`src/rtl/w_pipe_reg.sv`:
```
// M/W pipeline register: captures the M-stage result into W, qualifies the GRF
// write, exposes the W forwarding tag and counts retired instructions.
module w_pipe_reg #(
    parameter int CNT_W = 32
) (
    input  logic             clk,
    input  logic             reset,
    input  logic             en,
    input  logic             flush,
    input  logic             M_valid,
    input  logic [31:0]      M_instr,
    input  logic [31:0]      M_PC,
    input  logic [4:0]       M_GRF_A3,
    input  logic             M_GRF_WE,
    input  logic [31:0]      M_GRF_Wdata,
    output logic [31:0]      W_instr,
    output logic [31:0]      W_PC,
    output logic [4:0]       W_GRF_A3,
    output logic             W_GRF_WE,
    output logic [31:0]      W_GRF_Wdata,
    output logic             W_valid,
    output logic [4:0]       W_fwd_addr,
    output logic [31:0]      W_fwd_data,
    output logic [CNT_W-1:0] retire_cnt
);

    logic [31:0]      r_instr;
    logic [31:0]      r_pc;
    logic [4:0]       r_a3;
    logic             r_we;
    logic [31:0]      r_wdata;
    logic             r_valid;
    logic [CNT_W-1:0] r_cnt;
    logic             w_wq;

    // Bubbles and writes to $0 never become real GRF writes or forwarding tags.
    assign w_wq = M_GRF_WE & M_valid & (M_GRF_A3 != 5'd0);

    always_ff @(posedge clk) begin
        if (!reset) begin
            r_instr <= '0;
            r_pc    <= '0;
            r_a3    <= '0;
            r_we    <= 1'b0;
            r_wdata <= '0;
            r_valid <= 1'b0;
            r_cnt   <= '0;
        end else if (flush) begin
            r_instr <= '0;
            r_pc    <= '0;
            r_a3    <= '0;
            r_we    <= 1'b0;
            r_wdata <= '0;
            r_valid <= 1'b0;
        end else if (en) begin
            r_instr <= M_instr;
            r_pc    <= M_PC;
            r_a3    <= w_wq ? M_GRF_A3 : 5'd0;
            r_we    <= w_wq;
            r_wdata <= M_GRF_Wdata;
            r_valid <= M_valid;
            if (M_valid)
                r_cnt <= r_cnt + CNT_W'(1);
        end
    end

    assign W_instr     = r_instr;
    assign W_PC        = r_pc;
    assign W_GRF_A3    = r_a3;
    assign W_GRF_WE    = r_we;
    assign W_GRF_Wdata = r_wdata;
    assign W_valid     = r_valid;
    assign retire_cnt  = r_cnt;
    assign W_fwd_addr  = r_we ? r_a3 : 5'd0;
    assign W_fwd_data  = r_wdata;

endmodule

```
`config.mk`:
```
export PLATFORM = sky130hd
export DESIGN_NAME = w_pipe_reg
export DESIGN_NICKNAME = d
export VERILOG_FILES = /design/src/rtl/w_pipe_reg.sv
export SDC_FILE = /design/constraint.sdc
export NUM_CORES = 1
export LEC_CHECK = 0
export CAP_MARGIN = 25
export CELL_PAD_IN_SITES_DETAIL_PLACEMENT = 1
export CELL_PAD_IN_SITES_GLOBAL_PLACEMENT = 2
export CORE_UTILIZATION = 24
export CTS_CLUSTER_DIAMETER = 80
export DETAILED_ROUTE_END_ITERATION = 8
export MAX_ROUTING_LAYER = met4
export PLACE_DENSITY = 0.92
export SETUP_SLACK_MARGIN = 0.5
export SYNTH_ARGS = -nofsm -noshare
export SYNTH_HDL_FRONTEND = slang
export SYNTH_SLANG_ARGS = --single-unit
```
`constraint.sdc`:
```
create_clock -name clk -period 3.3 [get_ports clk]
set_input_delay 0.825 -clock clk [delete_from_list [all_inputs] [get_ports clk]]
set_output_delay 0.825 -clock clk [all_outputs]
set_load 0.05 [all_outputs]
```
==> flow_summary.ini, run 1 <==
[run_status]
status = finished with violations
violations = design-rule violations

[logic_synthesis]
syn_area_mm2 = 0.005443
synth.distinct_cells = 33
postSynthAreaPerCell_um2 = 9.737
syn_nets = 667
ys_ff_latch = 135
synth_most_common_cell = dfxtp_1
ys.flop_type = dfxtp_1
synth_top_area_cell = dfxtp_1
async_reset_ff_frac = 0
synthTopCellsByCount = dfxtp_1 (135), nor2_1 (106), mux2i_1 (98), buf_4 (33), a21oi_1 (29)
synth.yosys.warnings = 0
yosysTopAreaCellShare = 0.4966
synth_area_leaders = dfxtp_1 (50%), mux2i_1 (18%), nor2_1 (7.3%)
synthCells = 559
synth_seq_area_share = 0.4966
synth_edf_count = 0

[clocking]
hold_buffers = 0
cts_root_buffer = clkbuf_16
clk_pin_slew_ns = 0.06
cts_max_path_buffers = 2
clock-sinks = 135
htree_levels = 4
cts_tree = yes
cts_buffers = 17
insertion_delay_ns = 0.42
post_cts_buffers = 0
postCtsResizedCells = 0

[drt]
routedWlPerCell_um = 15.75
avgViaCountPerCell = 4.542
vias = 4960
drtAntennaViolNets = 0
drt-initial-drc-count = 130
drcViolationCount = 11
drt-total-wl_mm = 17.20
first_pass_iters = 9

[worst_setup_path]
crit_start = W_GRF_WE
cp.required_ns = 2.47
worstReg2RegStart = retire_cnt[3]
crit_end = W_fwd_addr[0]
r2r_end = retire_cnt[25]
r2r_cells = 4
path_cells = and2_1, clkdlybuf4s50_1
worstPathMaxFanout = 7
crit_path_end_kind = output port
cp_slowest_cell = clkdlybuf4s50_1
cp-start-kind = flop
r2r_slack_ns = 1.08
critPathArrivalTime_ns = 1.89
slowest_delay_ns = 0.82
crit_type = flop to output port

[global_route]
grt_pass1_wl_mm = 27.50
grt_remaining_overflow = 0
antenna_found_initial = 0
grt_pass1_vias = 5194
grt_use_total = 0.1543
grt_max_degree = 84

[power_and_ir_drop]
leakage_nw = 3.337
power_per_cell_area_mw_per_mm2 = 462.2
ir_drop_uv = 309.1

[timing]
setup_viol = 0
final-hold-violation-count = 0
period_minus_slack_ns = 2.718
fin_crit_sh = 0.8237
tns_ns = 0
finClkSkew_ns = 0.004268
relSlewSlack = 0.5742
timing.fmax_mhz = 367.9
maxSlewViolCount = 0
tightest_slew_ns = 0.6367
grt_setup_unrepaired = false

[placement]
placed_area_mm2 = 0.008279
dp_hpwl_mm = 12.66
port_buffers = 278
gp_congestion = 0.7336

[final_layout]
drive_gt1_frac = 0.05419
final_cell_area_mm2 = 0.008832
nets = 907
area_growth_pct = 62.28
diodes = 0

[die]
start_util = 0.2471
io_pins = 279
fp.dieH_um = 152.6
core_mm2 = 0.02203
dieWidth_um = 152.6
die_area_mm2 = 0.02328
row_count = 54

[run]
maxCapViolCount = 0

[min_path]
hp-class = flop to flop
-- through the flow --
step | setup slack, ns | hold WS, ns | power, W | utilization | std cells
floorplan | 1.167 | 0.6981 | 0.002072 | - | 559
global placement | 0.6189 | 0.4681 | 0.002320 | 0.3759 | 1060
detailed placement | 0.5324 | 0.4815 | 0.002328 | 0.3759 | 1060
CTS | 0.5385 | 0.4907 | 0.004147 | 0.4010 | 1092
global route | 0.5092 | 0.5141 | 0.004251 | 0.4010 | 1092
finish | 0.5817 | 0.4809 | 0.004083 | 0.4010 | 1092
-- sequential cells by signal, summed over array words and instances (netlist names) --
| name | cells |
|---|---|
| W_GRF_A3 | 5 |
| W_GRF_WE | 1 |
| W_GRF_Wdata | 32 |
| W_PC | 32 |
| W_instr | 32 |
| W_valid | 1 |
| retire_cnt | 32 |
-- routing by layer --
layer  global-route usage  vias up  wire length (um)  part of all wire
li1                     -     2394                 -                 -
met4              0.05724        0               261             0.015
met5                    -        -                 0                 0
met1               0.1801     2365              7403              0.43
met3              0.04778       19              1209             0.070
met2               0.2481      182              8322              0.48
-- critical path: cells and delay by family, from the launching register on --
| kind | cells | cell delay, ns |
|---|---|---|
| buffers and inverters | 1 | 0.82 |
| flip-flops | 1 | 0.49 |
| AND/OR/NAND/NOR | 1 | 0.18 |
-- final cells by class --
cell class | instances | area, um^2
well taps | 280 | 350.3
clock buffers | 18 | 439.2
fillers | 2479 | 13190
inverters | 3 | 11.26
flip-flops and latches | 135 | 2703
repair buffers | 285 | 2861
clock inverters | 14 | 113.9
multi-input cells | 357 | 2354
-- power breakdown --
| part | internal (W) | total [W] | switching, W |
|---|---|---|---|
| Clock | 0.000998 | 0.00180 | 0.000798 |
| Combinational | 0.000265 | 0.000590 | 0.000325 |
| Sequential | 0.00167 | 0.00170 | 0.0000258 |
| Total | 0.00293 | 0.00408 | 0.00115 |
-- how the worst min path moves through the flow --
stage | start | end | depth (start not counted)
floorplan | W_GRF_A3[0] | W_GRF_A3[0] | 2
global placement | W_GRF_A3[0] | W_GRF_A3[0] | 2
detailed placement | W_GRF_A3[0] | W_GRF_A3[0] | 2
CTS | retire_cnt[15] | retire_cnt[15] | 2
global route | W_GRF_A3[2] | W_GRF_A3[2] | 2
finish | W_GRF_A3[0] | W_GRF_A3[0] | 2
-- cell usage in the layout, fill, tap and decap left out, drive strengths merged, types with 8 or more instances in the layout --
master / synthesis / layout
o31ai: 16 / 16
or4: 17 / 17
nand4: 8 / 8
a21oi: 29 / 29
clkdlybuf4s50: 0 / 277
nor2: 106 / 106
mux2i: 98 / 98
inv: 3 / 10
nand2: 14 / 14
dfxtp: 135 / 135
nand3: 14 / 14
clkbuf: 20 / 18
buf: 44 / 8
-- logic make-up after synthesis --
group,count (synthesis),synth area share
simple gates,197,0.1791
flops,135,0.4966
mux,98,0.1802
buf+inv,67,0.07241
compound gates,53,0.05655
xor+xnor,8,0.01287
fa+ha+maj,1,0.002298
Note: power is estimated with default switching activity, not from simulation.
==> inputs of run 2 (changes only) <==
--- a/config.mk
+++ b/config.mk
@@ -8,11 +8,11 @@
 export CAP_MARGIN = 25
 export CELL_PAD_IN_SITES_DETAIL_PLACEMENT = 1
 export CELL_PAD_IN_SITES_GLOBAL_PLACEMENT = 2
-export CORE_UTILIZATION = 24
+export CORE_UTILIZATION = 20
 export CTS_CLUSTER_DIAMETER = 80
 export DETAILED_ROUTE_END_ITERATION = 8
 export MAX_ROUTING_LAYER = met4
-export PLACE_DENSITY = 0.92
+export PLACE_DENSITY = 0.83
 export SETUP_SLACK_MARGIN = 0.5
 export SYNTH_ARGS = -nofsm -noshare
 export SYNTH_HDL_FRONTEND = slang
==> constraint.sdc (replaced) <==
create_clock -name clk -period 2.5 [get_ports clk]
set_input_delay 0.625 -clock clk [delete_from_list [all_inputs] [get_ports clk]]
set_output_delay 0.625 -clock clk [all_outputs]
set_load 0.05 [all_outputs]
==> run 2 against run 1 <==
Effect of this change:
- the flow now finishes without violations
- flip-flop and latch count did not move
- final cell count grew 6.2%
- combinational power rose by 25%
- critical path depth is 1 lower
- die area is 20% higher
- non-clock buffer count increased by 6
- count of clock-buffer cells in the layout rose by 1
- power grew 34%
- worst hold slack better by 0.0031 ns
- sequential share of layout area is 0.052 points higher
==> flow_summary.ini, run 2 (synthesis gave the netlist of run 1 again) <==
[min_path]
hp-class = flop to flop

[final_layout]
area_growth_pct = 62.30
nets = 914
seqCellArea_mm2 = 0.002708
post-route-util = 0.3296
fillers = 3083
final_common_cell = dfxtp_1
final_cell_area_mm2 = 0.008833
multi_input_area_mm2 = 0.002367
diodes = 0
mostFrequentLayoutCells = dfxtp_1 (131), nor2_1 (106), clkdlybuf4s50_1 (103), dlygate4sd2_1 (99), mux2i_1 (98)
drive_gt1_frac = 0.1123

[timing]
relSlewSlack = 0.5323
maxSlewViolCount = 0
tightest_slew_ns = 0.7016
timing.fmax_mhz = 512.1
finClkSkew_ns = 0.01506
period_minus_slack_ns = 1.953
grt_setup_unrepaired = true
fin_crit_sh = 0.7811
final-hold-violation-count = 0
setup_viol = 0
tns_ns = 0

[worst_setup_path]
cp.required_ns = 1.88
worstPathMaxFanout = 3
critPathArrivalTime_ns = 1.33
cp_slowest_cell = dlygate4sd2_1
slowest_delay_ns = 0.54
cp-start-kind = flop
critPathBufInv = 1
path_cells = dlygate4sd2_1
cpLargestDelayFamily = buffers and inverters
crit_type = flop to output port
crit_path_end_kind = output port

[drt]
drt-total-wl_mm = 17.78
drt-initial-drc-count = 204
routedWlPerCell_um = 15.33
vias = 4991
drtAntennaViolNets = 0
avgViaCountPerCell = 4.303
drcViolationCount = 0
first_pass_iters = 4

[power_and_ir_drop]
leakage_nw = 3.908
power_per_cell_area_mw_per_mm2 = 617.9
ir_drop_uv = 384.8
finalPower_w = 0.005458

[placement]
gp_congestion = 0.7384
placed_area_mm2 = 0.008378
port_buffers = 278
dp_hpwl_mm = 12.50

[die]
row_count = 60
dieWidth_um = 167.0
core_mm2 = 0.02680
fp.dieH_um = 167.0
die_area_mm2 = 0.02788
start_util = 0.2031
io_pins = 279

[global_route]
grt_max_degree = 94
grt_pass1_wl_mm = 28.03
antenna_found_initial = 0
grt_remaining_overflow = 0
grt_use_total = 0.1319
grt_pass1_vias = 5218

[clocking]
cts_tree = yes
cts_buffers = 17
clk_pin_slew_ns = 0.07
htree_levels = 4
cts_root_buffer = clkbuf_16
clock-sinks = 135
insertion_delay_ns = 0.42
cts_max_path_buffers = 2

[run_status]
status = finished, final reports clean

[run]
maxCapViolCount = 0
[run 2: cell count changes in the layout (fill, tap and decap cells not counted), moves of 3 or more]
cell	delta
dfxtp_1	-4
dfxtp_2	+4
inv_6	-3
clkdlybuf4s15_2	+22
clkdlybuf4s50_1	-174
buf_4	+10
dlygate4sd2_1	+99
clkbuf_2	+11
clkdlybuf4s15_1	+35
[run 2: final timing paths]
path / startpoint / end / slack (ns) / depth (start not counted)
min reg2reg: W_GRF_A3[3] / W_GRF_A3[3] / 0.48 / 2
max: W_GRF_Wdata[25] / W_fwd_data[25] / 0.55 / 1
max reg2reg: retire_cnt[0] / retire_cnt[18] / 0.64 / 5
min: W_GRF_A3[3] / W_GRF_A3[3] / 0.48 / 2
[run 2: repair_timing]
action                     CTS  global route
resized for setup          223            49
gates cloned                 1             0
hold buffers                 0             0
setup endpoints to repair  173            56
pin swaps                    1             1
setup buffers                2             0
[run 2: area by class of cell]
type | count | area share
clock buffers | 19 | 0.04901
clock inverters | 13 | 0.01544
inverters | 3 | 0.001275
multi-input cells | 358 | 0.2680
flip-flops and latches | 135 | 0.3065
well taps | 341 | 0.04830
repair buffers | 291 | 0.3115
[run 2: routing by layer]
layer	global-route usage	share of wire
met5	-	0
met3	0.04729	0.083
met1	0.1507	0.43
met4	0.03824	0.011
met2	0.2156	0.47
[run 2: power breakdown]
part | leakage, nW | internal (W) | switching (W)
Sequential | 1.10 | 0.00220 | 0.0000327
Clock | 0.269 | 0.00140 | 0.00108
Combinational | 2.54 | 0.000306 | 0.000432
[run 2: stage by stage]
| step | hold WS, ns | setup WS, ns | instances |
|---|---|---|---|
| final | 0.4840 | 0.5473 | 1160 |
| after global routing | 0.5090 | 0.4822 | 1160 |
| after CTS | 0.4917 | 0.3545 | 1160 |
| after detailed placement | 0.4802 | 0.02033 | 1125 |
| after global placement | 0.4656 | 0.07763 | 1125 |
| after floorplan | 0.6342 | 0.5179 | 559 |
==> inputs of run 3 (changes only) <==
==> constraint.sdc (replaced) <==
create_clock -name clk -period 1.7 [get_ports clk]
set_input_delay 0.425 -clock clk [delete_from_list [all_inputs] [get_ports clk]]
set_output_delay 0.425 -clock clk [all_outputs]
set_load 0.05 [all_outputs]
==> run 3 against run 2 <==
Effect of this change:
- worst hold slack got worse by 0.088 ns
- critical endpoint is now retire_cnt[21]
- count of clock-buffer cells in the layout increased by 1
- first-iteration DRC count decreased by 38%
- sequential share of layout area decreased by 3.5 points
- sequential power increased by 46%
- highest routed layer unchanged
==> flow_summary.ini, run 3 (synthesis gave the netlist of run 1 again) <==
[run_status]
status = finished, final reports clean

[worst_setup_path]
crit_path_end_kind = flop
crit_type = flop to flop
crit_top_cell = buf_6
worstPathMaxFanout = 7
cp_slowest_cell = or4_4
path_cells = buf_6, and4b_1, nand4_1, buf_6, or4_4, a21oi_2
worstReg2RegStart = retire_cnt[1]
cp-start-kind = flop
cp.required_ns = 2.04
crit_start = retire_cnt[1]
critPathBufInv = 2
critPathArrivalTime_ns = 2.02
slowest_delay_ns = 0.44
cpLargestDelayFamily = simple AND/OR/NAND/NOR gates

[die]
start_util = 0.2031
fp.dieH_um = 167.0
io_pins = 279
die_area_mm2 = 0.02788
row_count = 60
core_mm2 = 0.02680
dieWidth_um = 167.0

[clocking]
hold_buffers = 0
clock-sinks = 135
cts_root_buffer = clkbuf_16
htree_levels = 4
clk_pin_slew_ns = 0.07
cts_max_path_buffers = 2
cts_buffers = 17
insertion_delay_ns = 0.42
cts_tree = yes

[global_route]
grt_pass1_vias = 5613
antenna_found_initial = 2
grt_max_degree = 82
grt_pass1_wl_mm = 31.55
grt_use_total = 0.1489
grt_remaining_overflow = 0

[timing]
grt_setup_unrepaired = true
period_minus_slack_ns = 1.681
setup_viol = 0
tightest_slew_ns = 0.4738
timing.fmax_mhz = 594.9
final-hold-violation-count = 0
tns_ns = 0
finClkSkew_ns = 0.01192
fin_crit_sh = 0.9887
maxSlewViolCount = 0
relSlewSlack = 0.6841

[drt]
avgViaCountPerCell = 4.311
vias = 5290
routedWlPerCell_um = 16.92
drtAntennaViolNets = 0
first_pass_iters = 4
drt-total-wl_mm = 20.76
drt-initial-drc-count = 126
drcViolationCount = 0

[placement]
gp_congestion = 0.7016
port_buffers = 278
placed_area_mm2 = 0.008728
dp_hpwl_mm = 13.12

[min_path]
worstHoldStart = en
hp-class = input port to flop

[final_layout]
post-route-util = 0.4175
final_cell_area_mm2 = 0.01119
final_common_cell = buf_8
area_growth_pct = 105.6
mostFrequentLayoutCells = buf_8 (146), nor2_1 (106), mux2i_1 (98), clkdlybuf4s50_1 (98), dfxtp_2 (69)
nets = 979
drive_gt1_frac = 0.5226

[power_and_ir_drop]
ir_drop_uv = 642.7
leakage_nw = 4.626
power_per_cell_area_mw_per_mm2 = 777.4

[run]
maxCapViolCount = 0
run 3: per-layer routing:
metal | up-vias | track usage | part of all wire
met3 | 23 | 0.02923 | 0.046
met5 | - | - | 0
met4 | 0 | 0.05918 | 0.019
li1 | 2545 | - | -
met2 | 163 | 0.2696 | 0.54
met1 | 2559 | 0.1582 | 0.40
run 3: stage by stage:
stage | cells | hold WS (ns) | setup slack (ns) | total power [W]
final | 1227 | 0.3957 | 0.01916 | 0.008699
after global routing | 1227 | 0.4026 | -0.05444 | 0.009039
after CTS | 1213 | 0.3707 | 0.04833 | 0.008813
after detailed placement | 1155 | 0.4764 | -0.4952 | 0.004508
after global placement | 1155 | 0.4676 | -0.4552 | 0.004491
after floorplan | 559 | 0.5582 | -0.009288 | 0.004004
run 3: path summary, 6_finish.rpt:
kind | cells after the start | endpoint | slack [ns]
setup / recovery | 6 | retire_cnt[21] | 0.02
hold / removal | 4 | W_valid | 0.40
setup reg to reg | 6 | retire_cnt[21] | 0.02
hold reg to reg | 2 | W_GRF_A3[2] | 0.50
run 3: tightest hold or removal path, cell delays in order:
cell     delay, ns
buf_6         0.07
buf_4         0.13
mux2i_1       0.08
nor2_1        0.08
run 3: area by class of cell:
cell class	count	area (um^2)
antenna	2	5.005
tap	341	426.7
clock buffer	20	461.7
timing repair buffer	356	4527
multi-input combinational	358	2539
fill	2786	15610
clock inverter	12	182.7
sequential	135	3037
inverter	3	11.26
run 3: repair_timing:
item / in CTS / in global routing
cloned: 2 / 1
resized for setup: 403 / 63
pin swaps: 15 / 17
endpoints found under the setup margin: 304 / 210
setup buffers: 24 / 11
hold endpoints to repair: 0 / 0
run 3: power by group:
part / internal [W] / switching, W / total, W
Combinational: 0.000671 / 0.000670 / 0.00134
Clock: 0.00259 / 0.00151 / 0.00410
Sequential: 0.00317 / 0.0000925 / 0.00326
